### config.mk
export PLATFORM = sky130hd
export DESIGN_NAME = decode_issue_unit
export DESIGN_NICKNAME = d
export VERILOG_FILES = /design/src/rtl/decode_issue_unit.sv
export SDC_FILE = /design/constraint.sdc
export NUM_CORES = 1
export LEC_CHECK = 0
export CAP_MARGIN = 40
export CORE_MARGIN = 5
export CORE_UTILIZATION = 41
export DETAILED_ROUTE_END_ITERATION = 16
export PLACE_DENSITY = 0.67
export SYNTH_ARGS = -nofsm -noshare
export SYNTH_HDL_FRONTEND = slang
export SYNTH_SLANG_ARGS = --single-unit
### constraint.sdc
create_clock -name CLK -period 3.4 [get_ports CLK]
set_clock_uncertainty 0.05 [all_clocks]
set_input_delay 0.85 -clock CLK [delete_from_list [all_inputs] [get_ports CLK]]
set_output_delay 0.85 -clock CLK [all_outputs]
set_load 0.02 [all_outputs]
### src/rtl/decode_issue_unit.sv
// Instruction queue feeding a registered RV32IM decoder, with an issue interlock
// that holds the next instruction back while a multi-cycle operation is in flight.
module decode_issue_unit #(
  parameter int DEPTH = 4,
  parameter int PC_W  = 32,
  parameter int EN_M  = 1
) (
  input  logic                       CLK,
  input  logic                       RESET,
  input  logic                       in_valid,
  output logic                       in_ready,
  input  logic [31:0]                in_instr,
  input  logic [PC_W-1:0]            in_pc,
  output logic                       out_valid,
  input  logic                       out_ready,
  output logic [31:0]                out_instr,
  output logic [PC_W-1:0]            out_pc,
  output logic [1:0]                 out_pcs,
  output logic                       out_regwrite,
  output logic                       out_memwrite,
  output logic                       out_memtoreg,
  output logic [1:0]                 out_alusrca,
  output logic [1:0]                 out_alusrcb,
  output logic [2:0]                 out_immsrc,
  output logic [3:0]                 out_aluctrl,
  output logic                       out_compsel,
  output logic                       out_mcycle_start,
  output logic [1:0]                 out_mcycle_op,
  output logic                       out_mcycle_sel,
  output logic [2:0]                 out_size_sel,
  output logic                       out_illegal,
  input  logic                       flush,
  input  logic                       mcycle_busy,
  output logic [$clog2(DEPTH):0]     count
);
  localparam int AW = $clog2(DEPTH);
  localparam int CW = AW + 1;

  typedef enum logic [1:0] {RUN, MC_ARM, MC_WAIT} state_t;

  typedef struct packed {
    logic [1:0] pcs;
    logic       regwrite;
    logic       memwrite;
    logic       memtoreg;
    logic [1:0] alusrca;
    logic [1:0] alusrcb;
    logic [2:0] immsrc;
    logic [3:0] aluctrl;
    logic       compsel;
    logic       mcycle_start;
    logic [1:0] mcycle_op;
    logic       mcycle_sel;
    logic [2:0] size_sel;
    logic       illegal;
  } dec_t;

  localparam dec_t DEC_RST = '{size_sel: 3'b010, default: '0};

  logic [31:0]     r_q_instr [DEPTH];
  logic [PC_W-1:0] r_q_pc    [DEPTH];
  logic [AW-1:0]   r_wr, r_rd;
  logic [CW-1:0]   r_count;
  logic            r_full;
  logic [31:0]     r_instr;
  logic [PC_W-1:0] r_pc;
  dec_t            r_dec;
  state_t          r_state;

  logic [31:0] w_head;
  logic [6:0]  w_op, w_f7;
  logic [2:0]  w_f3;
  dec_t        w_dec;
  logic        w_ill;
  logic        w_valid, w_hs, w_push, w_load;

  assign w_head = r_q_instr[r_rd];
  assign w_op   = w_head[6:0];
  assign w_f3   = w_head[14:12];
  assign w_f7   = w_head[31:25];

  always_comb begin
    w_dec = DEC_RST;
    w_ill = 1'b0;
    case (w_op)
      7'b0110011: begin
        w_dec.regwrite = 1'b1;
        w_dec.aluctrl  = {w_f3, w_f7[5]};
        if (w_f7 == 7'b0000001) begin
          if (EN_M != 0) begin
            w_dec.compsel      = 1'b1;
            w_dec.mcycle_start = 1'b1;
            w_dec.mcycle_op    = {w_f3[2], (w_f3[2] ? w_f3[0] : w_f3[1])};
            w_dec.mcycle_sel   = !(w_f3 == 3'b000 || w_f3 == 3'b100 || w_f3 == 3'b101);
          end else begin
            w_ill = 1'b1;
          end
        end else if (w_f7 == 7'b0100000) begin
          w_ill = !(w_f3 == 3'b000 || w_f3 == 3'b101);
        end else if (w_f7 != 7'b0000000) begin
          w_ill = 1'b1;
        end
      end
      7'b0010011: begin
        w_dec.regwrite = 1'b1;
        w_dec.alusrcb  = 2'b11;
        w_dec.immsrc   = 3'b011;
        if (w_f3 == 3'b001 || w_f3 == 3'b101) begin
          w_dec.aluctrl = {w_f3, w_f7[5]};
          w_ill = !(w_f7 == 7'b0000000 || (w_f3 == 3'b101 && w_f7 == 7'b0100000));
        end else begin
          w_dec.aluctrl = {w_f3, 1'b0};
        end
      end
      7'b0000011: begin
        w_dec.regwrite = 1'b1;
        w_dec.memtoreg = 1'b1;
        w_dec.alusrcb  = 2'b11;
        w_dec.immsrc   = 3'b011;
        w_dec.size_sel = w_f3;
        w_ill = (w_f3 == 3'b011 || w_f3 == 3'b110 || w_f3 == 3'b111);
      end
      7'b0100011: begin
        w_dec.memwrite = 1'b1;
        w_dec.alusrcb  = 2'b11;
        w_dec.immsrc   = 3'b110;
        w_dec.size_sel = w_f3;
        w_ill = w_f3[2];
      end
      7'b1100011: begin
        w_dec.pcs     = 2'b01;
        w_dec.immsrc  = 3'b111;
        w_dec.aluctrl = 4'b0001;
        w_ill = (w_f3 == 3'b010 || w_f3 == 3'b011);
      end
      7'b1101111: begin
        w_dec.pcs      = 2'b10;
        w_dec.regwrite = 1'b1;
        w_dec.alusrca  = 2'b11;
        w_dec.alusrcb  = 2'b01;
        w_dec.immsrc   = 3'b010;
      end
      7'b1100111: begin
        w_dec.pcs      = 2'b11;
        w_dec.regwrite = 1'b1;
        w_dec.alusrca  = 2'b11;
        w_dec.alusrcb  = 2'b01;
        w_dec.immsrc   = 3'b011;
        w_ill = (w_f3 != 3'b000);
      end
      7'b0110111: begin
        w_dec.regwrite = 1'b1;
        w_dec.alusrca  = 2'b01;
        w_dec.alusrcb  = 2'b11;
      end
      7'b0010111: begin
        w_dec.regwrite = 1'b1;
        w_dec.alusrca  = 2'b11;
        w_dec.alusrcb  = 2'b11;
      end
      default: w_ill = 1'b1;
    endcase
    // Illegal entries still flow to issue, but with every side effect suppressed.
    w_dec.illegal = w_ill;
    if (w_ill) begin
      w_dec.regwrite     = 1'b0;
      w_dec.memwrite     = 1'b0;
      w_dec.memtoreg     = 1'b0;
      w_dec.mcycle_start = 1'b0;
      w_dec.compsel      = 1'b0;
      w_dec.pcs          = 2'b00;
    end
  end

  assign in_ready  = (r_count < CW'(DEPTH)) & ~flush;
  assign w_valid   = r_full & (r_state == RUN);
  assign w_hs      = w_valid & out_ready;
  assign w_push    = in_valid & in_ready;
  assign w_load    = (r_count != '0) & (~r_full | w_hs);

  always_ff @(posedge CLK) begin
    if (w_push) begin
      r_q_instr[r_wr] <= in_instr;
      r_q_pc[r_wr]    <= in_pc;
    end
  end

  always_ff @(posedge CLK or posedge RESET) begin
    if (RESET) begin
      r_wr    <= '0;
      r_rd    <= '0;
      r_count <= '0;
      r_full  <= 1'b0;
      r_instr <= '0;
      r_pc    <= '0;
      r_dec   <= DEC_RST;
      r_state <= RUN;
    end else if (flush) begin
      r_wr    <= '0;
      r_rd    <= '0;
      r_count <= '0;
      r_full  <= 1'b0;
      r_instr <= '0;
      r_pc    <= '0;
      r_dec   <= DEC_RST;
    end else begin
      if (w_push) r_wr <= r_wr + 1'b1;
      if (w_load) r_rd <= r_rd + 1'b1;
      case ({w_push, w_load})
        2'b10:   r_count <= r_count + 1'b1;
        2'b01:   r_count <= r_count - 1'b1;
        default: r_count <= r_count;
      endcase
      if (w_load) begin
        r_full  <= 1'b1;
        r_instr <= w_head;
        r_pc    <= r_q_pc[r_rd];
        r_dec   <= w_dec;
      end else if (w_hs) begin
        r_full              <= 1'b0;
        r_dec.mcycle_start  <= 1'b0;
      end
      case (r_state)
        RUN:     if (w_hs && r_dec.mcycle_start) r_state <= MC_ARM;
        MC_ARM:  r_state <= mcycle_busy ? MC_WAIT : RUN;
        MC_WAIT: if (!mcycle_busy) r_state <= RUN;
        default: r_state <= RUN;
      endcase
    end
  end

  assign out_valid        = w_valid;
  assign out_instr        = r_instr;
  assign out_pc           = r_pc;
  assign out_pcs          = r_dec.pcs;
  assign out_regwrite     = r_dec.regwrite;
  assign out_memwrite     = r_dec.memwrite;
  assign out_memtoreg     = r_dec.memtoreg;
  assign out_alusrca      = r_dec.alusrca;
  assign out_alusrcb      = r_dec.alusrcb;
  assign out_immsrc       = r_dec.immsrc;
  assign out_aluctrl      = r_dec.aluctrl;
  assign out_compsel      = r_dec.compsel;
  assign out_mcycle_start = r_dec.mcycle_start;
  assign out_mcycle_op    = r_dec.mcycle_op;
  assign out_mcycle_sel   = r_dec.mcycle_sel;
  assign out_size_sel     = r_dec.size_sel;
  assign out_illegal      = r_dec.illegal;
  assign count            = r_count;
endmodule

Yosys cells after proc, flatten, opt, wreduce, memory -nomap -nowiden
Memories as Yosys holds them, arrays and structs flattened. Cells that the tools add are included.

Multiplexer cells: 43. Equal/unequal tests: 24. $lt $le $gt $ge: 1. Reduce and logical (&&, ||, !) cells: 31. Bitwise gates (word level): 8. Add/subtract/negate cells: 4.

Operators by type and width (number): 32-bit 2-to-1 mux (4); 7-bit by 6-bit == test with 1-bit output (second input constant) (4); 25-bit 2-to-1 mux (1); 7-bit == test (second input constant) (3); 17-bit 2-to-1 mux (1); 2-bit 2-to-1 mux (8); 1-bit 2-to-1 mux (15); 5-bit 2-to-1 mux (3); 7-bit by 5-bit == test with 1-bit output (second input constant) (2); 3-bit == test (second input constant) (4); 2-bit case mux with 3 select lines (2); 3-bit case mux with 4 select lines (1); 4-bit case mux with 3 select lines (1); 3-bit nonzero test (4); 3-bit OR reduction (3); 1-bit logical OR (8); 2-bit case mux with 2 select lines (2); 7-bit by 1-bit == test with 1-bit output (second input constant) (1); 7-bit by 2-bit == test with 1-bit output (second input constant) (1); 7-bit zero test (1); 7-bit 2-to-1 mux (1); 1-bit case mux with 7 select lines (1); 7-bit nonzero test (1); 7-bit OR reduction (1); other kinds (23) (38).

Output and inout port bits: 94. Memory bits (writable): 256. Flip-flop bits (word level): 99. Memories: 2. Word-level logic and storage cells: 134.

Memories: r_q_instr (depth 4, bits a word 32, read ports 1, clocked after memory_dff 0, wr ports 1, RTL line 60) `logic [31:0] r_q_instr [DEPTH];`; r_q_pc (depth 4, bits a word 32, read ports 1, clocked after memory_dff 0, wr ports 1, RTL line 61) `logic [PC_W-1:0] r_q_pc [DEPTH];`.

Logic depth before layout (Yosys ltp)
Gate-level depths: netlist (run 1). An unclocked memory read counts as a cell.

Depth in word-level cells: 10. Depth in mapped cells: 9. Depth with buffers taken out: 7.

Worst setup path after synthesis (run 1)
Ideal clock, no wire load.

Path kind: input to register. Start point: in in_valid. End point: mem r_q_instr[1][0] (enable). Cell stages on the path: 4. Setup time: 0.429 ns. Path slack: -0.006 ns. Path buffers: 1. Arrival time: 2.927 ns. Required time: 2.921 ns. Path through: nor2b_1 -> nor2b_1 -> clkbuf_1 -> and2_1.

Word-level cells in the longest chain between the ends: 3.

RTL lines: start, declared (RTL line 10) `input logic in_valid,`; 1-bit bitwise AND (RTL line 178) `assign w_push = in_valid & in_ready;`; 1-bit 2-to-1 mux (RTL line 182) `if (w_push) begin`; 1-bit 2-to-1 mux (implied by the code) (RTL line 183) `r_q_instr[r_wr] <= in_instr;`; end, declared (RTL line 60).

No other way between the ends.

Worst setup path in the final report (run 1)
Start point: reg r_rd[0]. End point: reg r_dec (netlist bit out_memtoreg).

Word-level cells in the longest chain between the ends: 10.

RTL lines: start, declared (RTL line 62) `logic [AW-1:0] r_wr, r_rd;`; start signal, assigned (RTL line 208) `if (w_load) r_rd <= r_rd + 1'b1;`; memory 4 x 32 bit (*); 7-bit by 6-bit == test with 1-bit output, or another cell as far along (RTL line 98, 110); 1-bit logical AND / 1-bit logical OR (equally long branches) (RTL line 110, 99); 1-bit logical OR / 1-bit zero test (equally long branches) (RTL line 110, 99); 1-bit zero test / 1-bit 2-to-1 mux (equally long branches) (RTL line 110, 98); 1-bit 2-to-1 mux, on equally long branches (RTL line 108, 89); 1-bit case mux with 7 select lines (RTL line 85) `case (w_op)`; 5-bit 2-to-1 mux (*) (RTL line 165) `if (w_ill) begin`; 17-bit 2-to-1 mux (*) (RTL line 214) `if (w_load) begin`; 25-bit 2-to-1 mux (*) (RTL line 198) `end else if (flush) begin`; end signal, assigned (RTL line 218) `r_dec <= w_dec;`; end, declared (RTL line 67) `dec_t r_dec;`.

Every way passes the cells marked *; elsewhere a longest branch is shown, timed or not. The select of a mux whose other input is x is not followed. A chain may end at the register's enable or synchronous reset.

==> results.md, run 1 <==
- Detail Route Antenna Nets: 0
- Hold_buf cts: 0
- Total of max-cap violations: 0
- CP Launch Type: flop
- Slack of the critical path: 0.4756 ns
- Final period util: 86.01%
- Iter 0 DRT Violations: 542
- Placed cell area: 15960 sq um
- Vias per Instance: 5.156
- Root Driver: clkbuf_16
- Number of global-route vias before repair: 7984
- Remaining routing DRC violations: 0
- Die Y-Extent: 192.6 microns
- CTS Buffer Depth: 3
- Final wirelength: 29.86 mm
- CTS tree: yes
- Via Count: 7605
- Biggest cell delay along the critical path: 0.74 ns
- Area of the multi-input gates: 3301 sq um
- N_diodes: 0
- Clock sink count: 355
- Ys async rst share: 27.89%
- Slew of the pin with the lowest slew margin: 0.8750 ns
- Final Cell Area: 17210 sq um
- Hpwl dp: 18.61 mm
- Post-synthesis xor/xnor area fraction: 0.3846%
- Peak fanout along the critical path: 25
- TNS Setup: 0 ns
- Layout cell share with drive strength beyond 1: 15.59%
- H-tree depth: 2
- Seq/Total Area, Yosys: 74.40%
- Fin crit period: 2.924 ns
- Final Setup Violations: 0
- Max-slew violation count: 0
- Crit-path cells: mux4_2 -> or3_4 -> a2111oi_4 -> nor4_4 -> a32oi_1 -> nor2_1
- Largest family of logic cells by synthesized area: multiplexers
- Area added between synthesis and finish: 25.94%
- DIE AREA: 37080 sq um
- Critical setup path kind: reg -> reg
- Syn Area/Cell: 16.58 sq um
- Nets: 1079
- Register area: 10170 sq um
- Mux contribution to synthesized area: 10.76%
- Drt pass-1 iters: 6
- Number of I/O pins: 164
- Port bufs: 163
- Mapped cell area: 13660 sq um
- Layout fillers: 2745
- Max Fclk: 341.9 MHz
- Total CTS buffers: 38
- Synthesized flop and latch total: 355
- Clock transition at the registers of the reported paths: 0.06 ns
- Largest net degree at the start of global routing: 77
- Clk_lat worst skew: 0.52 ns
- Overflow after GRT: 0
- Crit. End Element: flop
- Prevailing post-synth register cell: edfxtp_1
- PwrDens: 803.1 nW/um^2
- Worst hold path class: reg -> reg
- Status: finished, final reports clean
- Global-route wire length before repair: 46.89 mm
- Avg WL per Cell: 20.25 microns
- Mapped Cells: 824
- CP arrival: 3.24 ns
- Leakage: 5.978 nW
- Total Power: 0.01382 W
- Distinct cells, synth: 57
- # rows: 66
- Slew margin rel.: 41.66%
- Layout Utilization: 52.62%
- Global placer's final weighted congestion: 0.7576
- Maximum vdd drop: 0.0005147 V
- Starting Density: 41.78%
- Post-synthesis adder-cell area fraction: 0.5128%
- Share of the synthesized area in the top cell type: 56.26%
- All-layer global routing usage: 16.46%
- Die Wd: 192.6 microns
- Fraction of the mapped netlist area in simple logic gates: 7.720%
- Post-Syn Nets: 899
- RSZ-0062 raised after global routing: no
- Ys Warns: 0
- Cell taking the most area after synthesis: edfxtp_1
- EDFF count, synth: 256
- Post-CTS Resized: 0
- Final-report hold violation count: 0
- WP data required: 3.72 ns
- Complex-gate fraction of the synthesized area: 4.570%
- Initial antenna violation count: 3
- Pre-CTS setup slack: 0.2671 ns
- CP max stage cell: dfrtp_4
- Core area: 32700 sq um
- Synth top area cells: edfxtp_1, dfrtp_1, mux4_2, nand2_1, a21oi_1
- Post-CTS Setup Bufs: 0
==> power by group <==
| part | internal (W) | leakage [nW] | switching (W) |
|---|---|---|---|
| Sequential | 0.00528 | 3.66 | 0.000398 |
| Clock | 0.00249 | 0.611 | 0.00159 |
| Combinational | 0.00174 | 1.71 | 0.00232 |
==> critical path: cells and delay by family (launching register included) <==
kind | cells | cell delay (ns)
AOI/OAI and AO/OA | 2 | 0.62
DFF | 1 | 0.74
muxes | 1 | 0.70
and+or+nand+nor | 3 | 0.64
==> registers in the layout (all words and copies together), names as in the netlist, 2 cells and up <==
register and flops:
count 3, out_aluctrl 4, out_alusrca 2, out_alusrcb 2, out_immsrc 3, out_instr 32, out_mcycle_op 2, out_pc 32
out_pcs 2, out_size_sel 3, r_q_instr 128, r_q_pc 128, r_rd 2, r_state 2, r_wr 2
==> final timing paths <==
| path | start | to | slack (ns) | cells after the start |
|---|---|---|---|---|
| worst min register to register | out_mcycle_op[0] | out_mcycle_op[0] | 0.43 | 2 |
| max in group asynchronous | RESET | out_pc[13] | 2.01 | 4 |
| worst max register to register | r_rd[0] | out_memtoreg | 0.48 | 6 |
| min in group asynchronous | RESET | out_illegal | 0.62 | 2 |
| worst min-delay path | out_mcycle_op[0] | out_mcycle_op[0] | 0.43 | 2 |
| worst max-delay path | r_rd[0] | out_memtoreg | 0.48 | 6 |
==> per-stage QoR <==
step	hold WS, ns	std cells
finish	0.4321	1475
global route	0.4654	1475
CTS	0.4389	1475
detailed placement	0.4256	1406
global placement	0.4165	1405
floorplan	0.4096	824
==> layout make-up <==
type	count	area share, %
Sequential cell	355	59.12
Clock buffer	53	6.210
Tap cell	442	3.214
Clock inverter	16	1.025
Inverter	6	0.1527
Multi-Input combinational cell	416	19.18
Timing Repair Buffer	187	11.10
==> cell usage after synthesis, types with 7 or more instances <==
| cell type | count |
|---|---|
| edfxtp_1 | 256 |
| nand2_1 | 143 |
| dfrtp_1 | 98 |
| a21oi_1 | 76 |
| mux4_2 | 59 |
| nor2_1 | 36 |
| clkbuf_1 | 33 |
| nor3_1 | 11 |
| nor2b_1 | 8 |
| o21ai_0 | 7 |
==> cells in the final DEF, fill, tap and decap left out, types with 5 or more instances in the layout <==
cell type,Yosys,layout
edfxtp_1,256,256
clkdlybuf4s50_1,0,162
nand2_1,143,143
dfrtp_1,98,96
a21oi_1,76,75
mux4_2,59,59
clkbuf_16,0,39
nor2_1,36,36
buf_4,1,17
nor3_1,11,11
clkbuf_1,33,10
nor2b_1,8,8
buf_12,0,8
o21ai_0,7,7
nand3_1,6,6
clkinv_1,0,6
mux4_1,5,5
inv_1,6,5
a22oi_1,5,5
clkinv_2,0,5
==> logic make-up (layout without fill, tap and decap cells) <==
kind of cell,after synthesis,in the layout
adder cells (fa/ha/maj),5,5
buffers and inverters,53,262
AO/OA/AOI/OAI,106,106
multiplexers,65,65
AND/OR/NAND/NOR,234,234
flip-flops,355,355
XOR/XNOR,6,6
==> metal layers <==
layer | share of wire, % | up-vias | global-route usage [%]
li1 | - | 3472 | -
met1 | 44 | 3844 | 22.78
met2 | 47 | 234 | 26.79
met3 | 7.1 | 49 | 3.654
met4 | 1.8 | 6 | 4.114
met5 | 0.14 | - | 0
Note: power is estimated with default switching activity, not from simulation.
==> inputs of run 2 (changes only) <==
- PLACE_DENSITY: 0.67 -> 0.65
- SKIP_LAST_GASP: not set -> 1
- clock period: 3.4 -> 3 ns (I/O delays scaled with it)
==> run 2 against run 1 <==
  * Utilization increased by 0.40 points
  * Critical path depth decreased by 4
  * Clock power increased by 5.9%
  * Non-clock buffer count increased by 10
  * Hold slack improved by 0.0024 ns
  * Clock-buffer cell count unchanged
  * Global-route usage decreased by 0.21 points
  * Cell count increased by 0.68%
  * Worst setup slack got worse by 0.28 ns
  * First-iteration DRC count decreased by 26%
  * Via count increased by 1.1%
  * Combinational power increased by 17%
  * Critical path type is now reg -> out
==> results.md, run 2 (same netlist as run 1, synthesis figures left out) <==
- Die Y-Extent: 192.6 microns
- Worst Hold Depth: 2
- Global placer's final weighted congestion: 0.8062
- Area added between synthesis and finish: 26.90%
- Final Cell Area: 17340 sq um
- Port bufs: 163
- Largest net degree at the start of global routing: 79
- DIE AREA: 37080 sq um
- Most common cell after layout, fill and taps aside: edfxtp_1
- Final wirelength: 29.77 mm
- CP Launch Type: flop
- Largest regs: r_q_instr: 128 flops, r_q_pc: 128 flops
- Drt pass-1 iters: 5
- R2R Setup Slk: 0.26 ns
- Iter 0 DRT Violations: 400
- Avg WL per Cell: 20.05 microns
- Total CTS buffers: 37
- Peak fanout along the critical path: 4
- Remaining routing DRC violations: 0
- Area of the multi-input gates: 3301 sq um
- Core area: 32700 sq um
- PwrDens: 892.4 nW/um^2
- Most frequent cells in the layout: edfxtp_1, clkdlybuf4s50_1, nand2_1
- All-layer global routing usage: 16.25%
- Hold_buf cts: 0
- CTS tree: yes
- Via Count: 7689
- R2r worst-path depth: 6
- Clock sink count: 355
- CTS Buffer Depth: 3
- Number of global-route vias before repair: 8006
- Clk_lat worst skew: 0.51 ns
- CP arrival: 2.00 ns
- Clock transition at the registers of the reported paths: 0.06 ns
- Layout cell share with drive strength beyond 1: 16.22%
- Hold Path Origin: out_compsel
- Max-slew violation count: 0
- Initial antenna violation count: 2
- Hpwl dp: 19.11 mm
- Fin crit period: 2.802 ns
- Critical setup path kind: reg -> out
- Total of max-cap violations: 0
- Slew of the pin with the lowest slew margin: 0.7278 ns
- Final Setup Violations: 0
- Leakage: 6.022 nW
- Pre-CTS setup slack: 0.05283 ns
- Hold endpoint: out_compsel
- RSZ-0062 raised after global routing: no
- Starting Density: 41.78%
- Nets: 1088
- Reg-to-Reg Start: r_rd[0]
- Maximum vdd drop: 0.0004601 V
- DP Cell Count: 1416
- Final-report hold violation count: 0
- Crit. End Element: output port
- Overflow after GRT: 0
- # rows: 66
- Number of I/O pins: 164
- Status: finished, final reports clean
- Post-CTS Setup Bufs: 0
- Hold WS: 0.4345 ns
- Layout fillers: 2642
- Final std cells w/o fill: 1485
- H-tree depth: 2
- Root Driver: clkbuf_16
- Max Fclk: 356.9 MHz
- Slack of the critical path: 0.1979 ns
- Vias per Instance: 5.178
- Post-CTS Resized: 0
- Global-route wire length before repair: 46.43 mm
- Die Wd: 192.6 microns
- Worst hold path class: reg -> reg
- Slew margin rel.: 51.48%
- Detail Route Antenna Nets: 0
- Reg2reg end: out_regwrite
- Register area: 10170 sq um
- Placed cell area: 16180 sq um
- TNS Setup: 0 ns
- Final period util: 93.40%
- WP data required: 2.20 ns
run 2: worst max path at each step:
stage | from | cells past startpoint | end
detailed placement | out_ready | 7 | count[1]
CTS | r_full | 2 | out_valid
global placement | out_ready | 7 | count[1]
global route | r_rd[0] | 7 | out_aluctrl[0]
finish | r_full | 2 | out_valid
floorplan | out_ready | 8 | count[1]
run 2: cell type report:
class | instances | share of cell area, %
flip-flops and latches | 355 | 58.68
multi-input cells | 416 | 19.04
repair buffers | 197 | 12.25
clock buffers | 53 | 6.105
well taps | 442 | 3.190
clock inverters | 15 | 0.5701
inverters | 6 | 0.1515
diodes | 1 | 0.01443
run 2: metrics by stage:
stage | total power, W | util (%)
2_1_floorplan | 0.009267 | -
3_3_place_gp | 0.01124 | 49.30
3_5_place_dp | 0.01132 | 49.47
4_1_cts | 0.01569 | 53.01
5_1_grt | 0.01631 | 53.01
6_report | 0.01547 | 53.02
run 2: critical path, stage by stage (launching register included):
cell	delay (ns)
dfrtp_1	0.43
nor3b_1	0.38
clkdlybuf4s50_1	0.68
run 2: where the power goes:
part	switching (W)	leakage [nW]	total, W	internal (W)
clock	0.00178	0.567	0.00433	0.00254
combinational	0.00265	1.80	0.00473	0.00208
sequential	0.000436	3.66	0.00641	0.00598
total	0.00487	6.02	0.0155	0.0106
run 2: layer usage:
metal | global-route usage [%] | vias up | routed length [microns]
li1 | - | 3490 | -
met1 | 23.44 | 3926 | 13410
met2 | 25.60 | 220 | 13930
met3 | 3.401 | 49 | 1832
met4 | 3.950 | 4 | 577
met5 | 0 | - | 34
==> inputs of run 3 (changes only) <==
- ABC_CLOCK_PERIOD_IN_PS: not set -> 3000
==> results of run 3 <==
Final layout, timing and power as in run 2 (identical DEF).
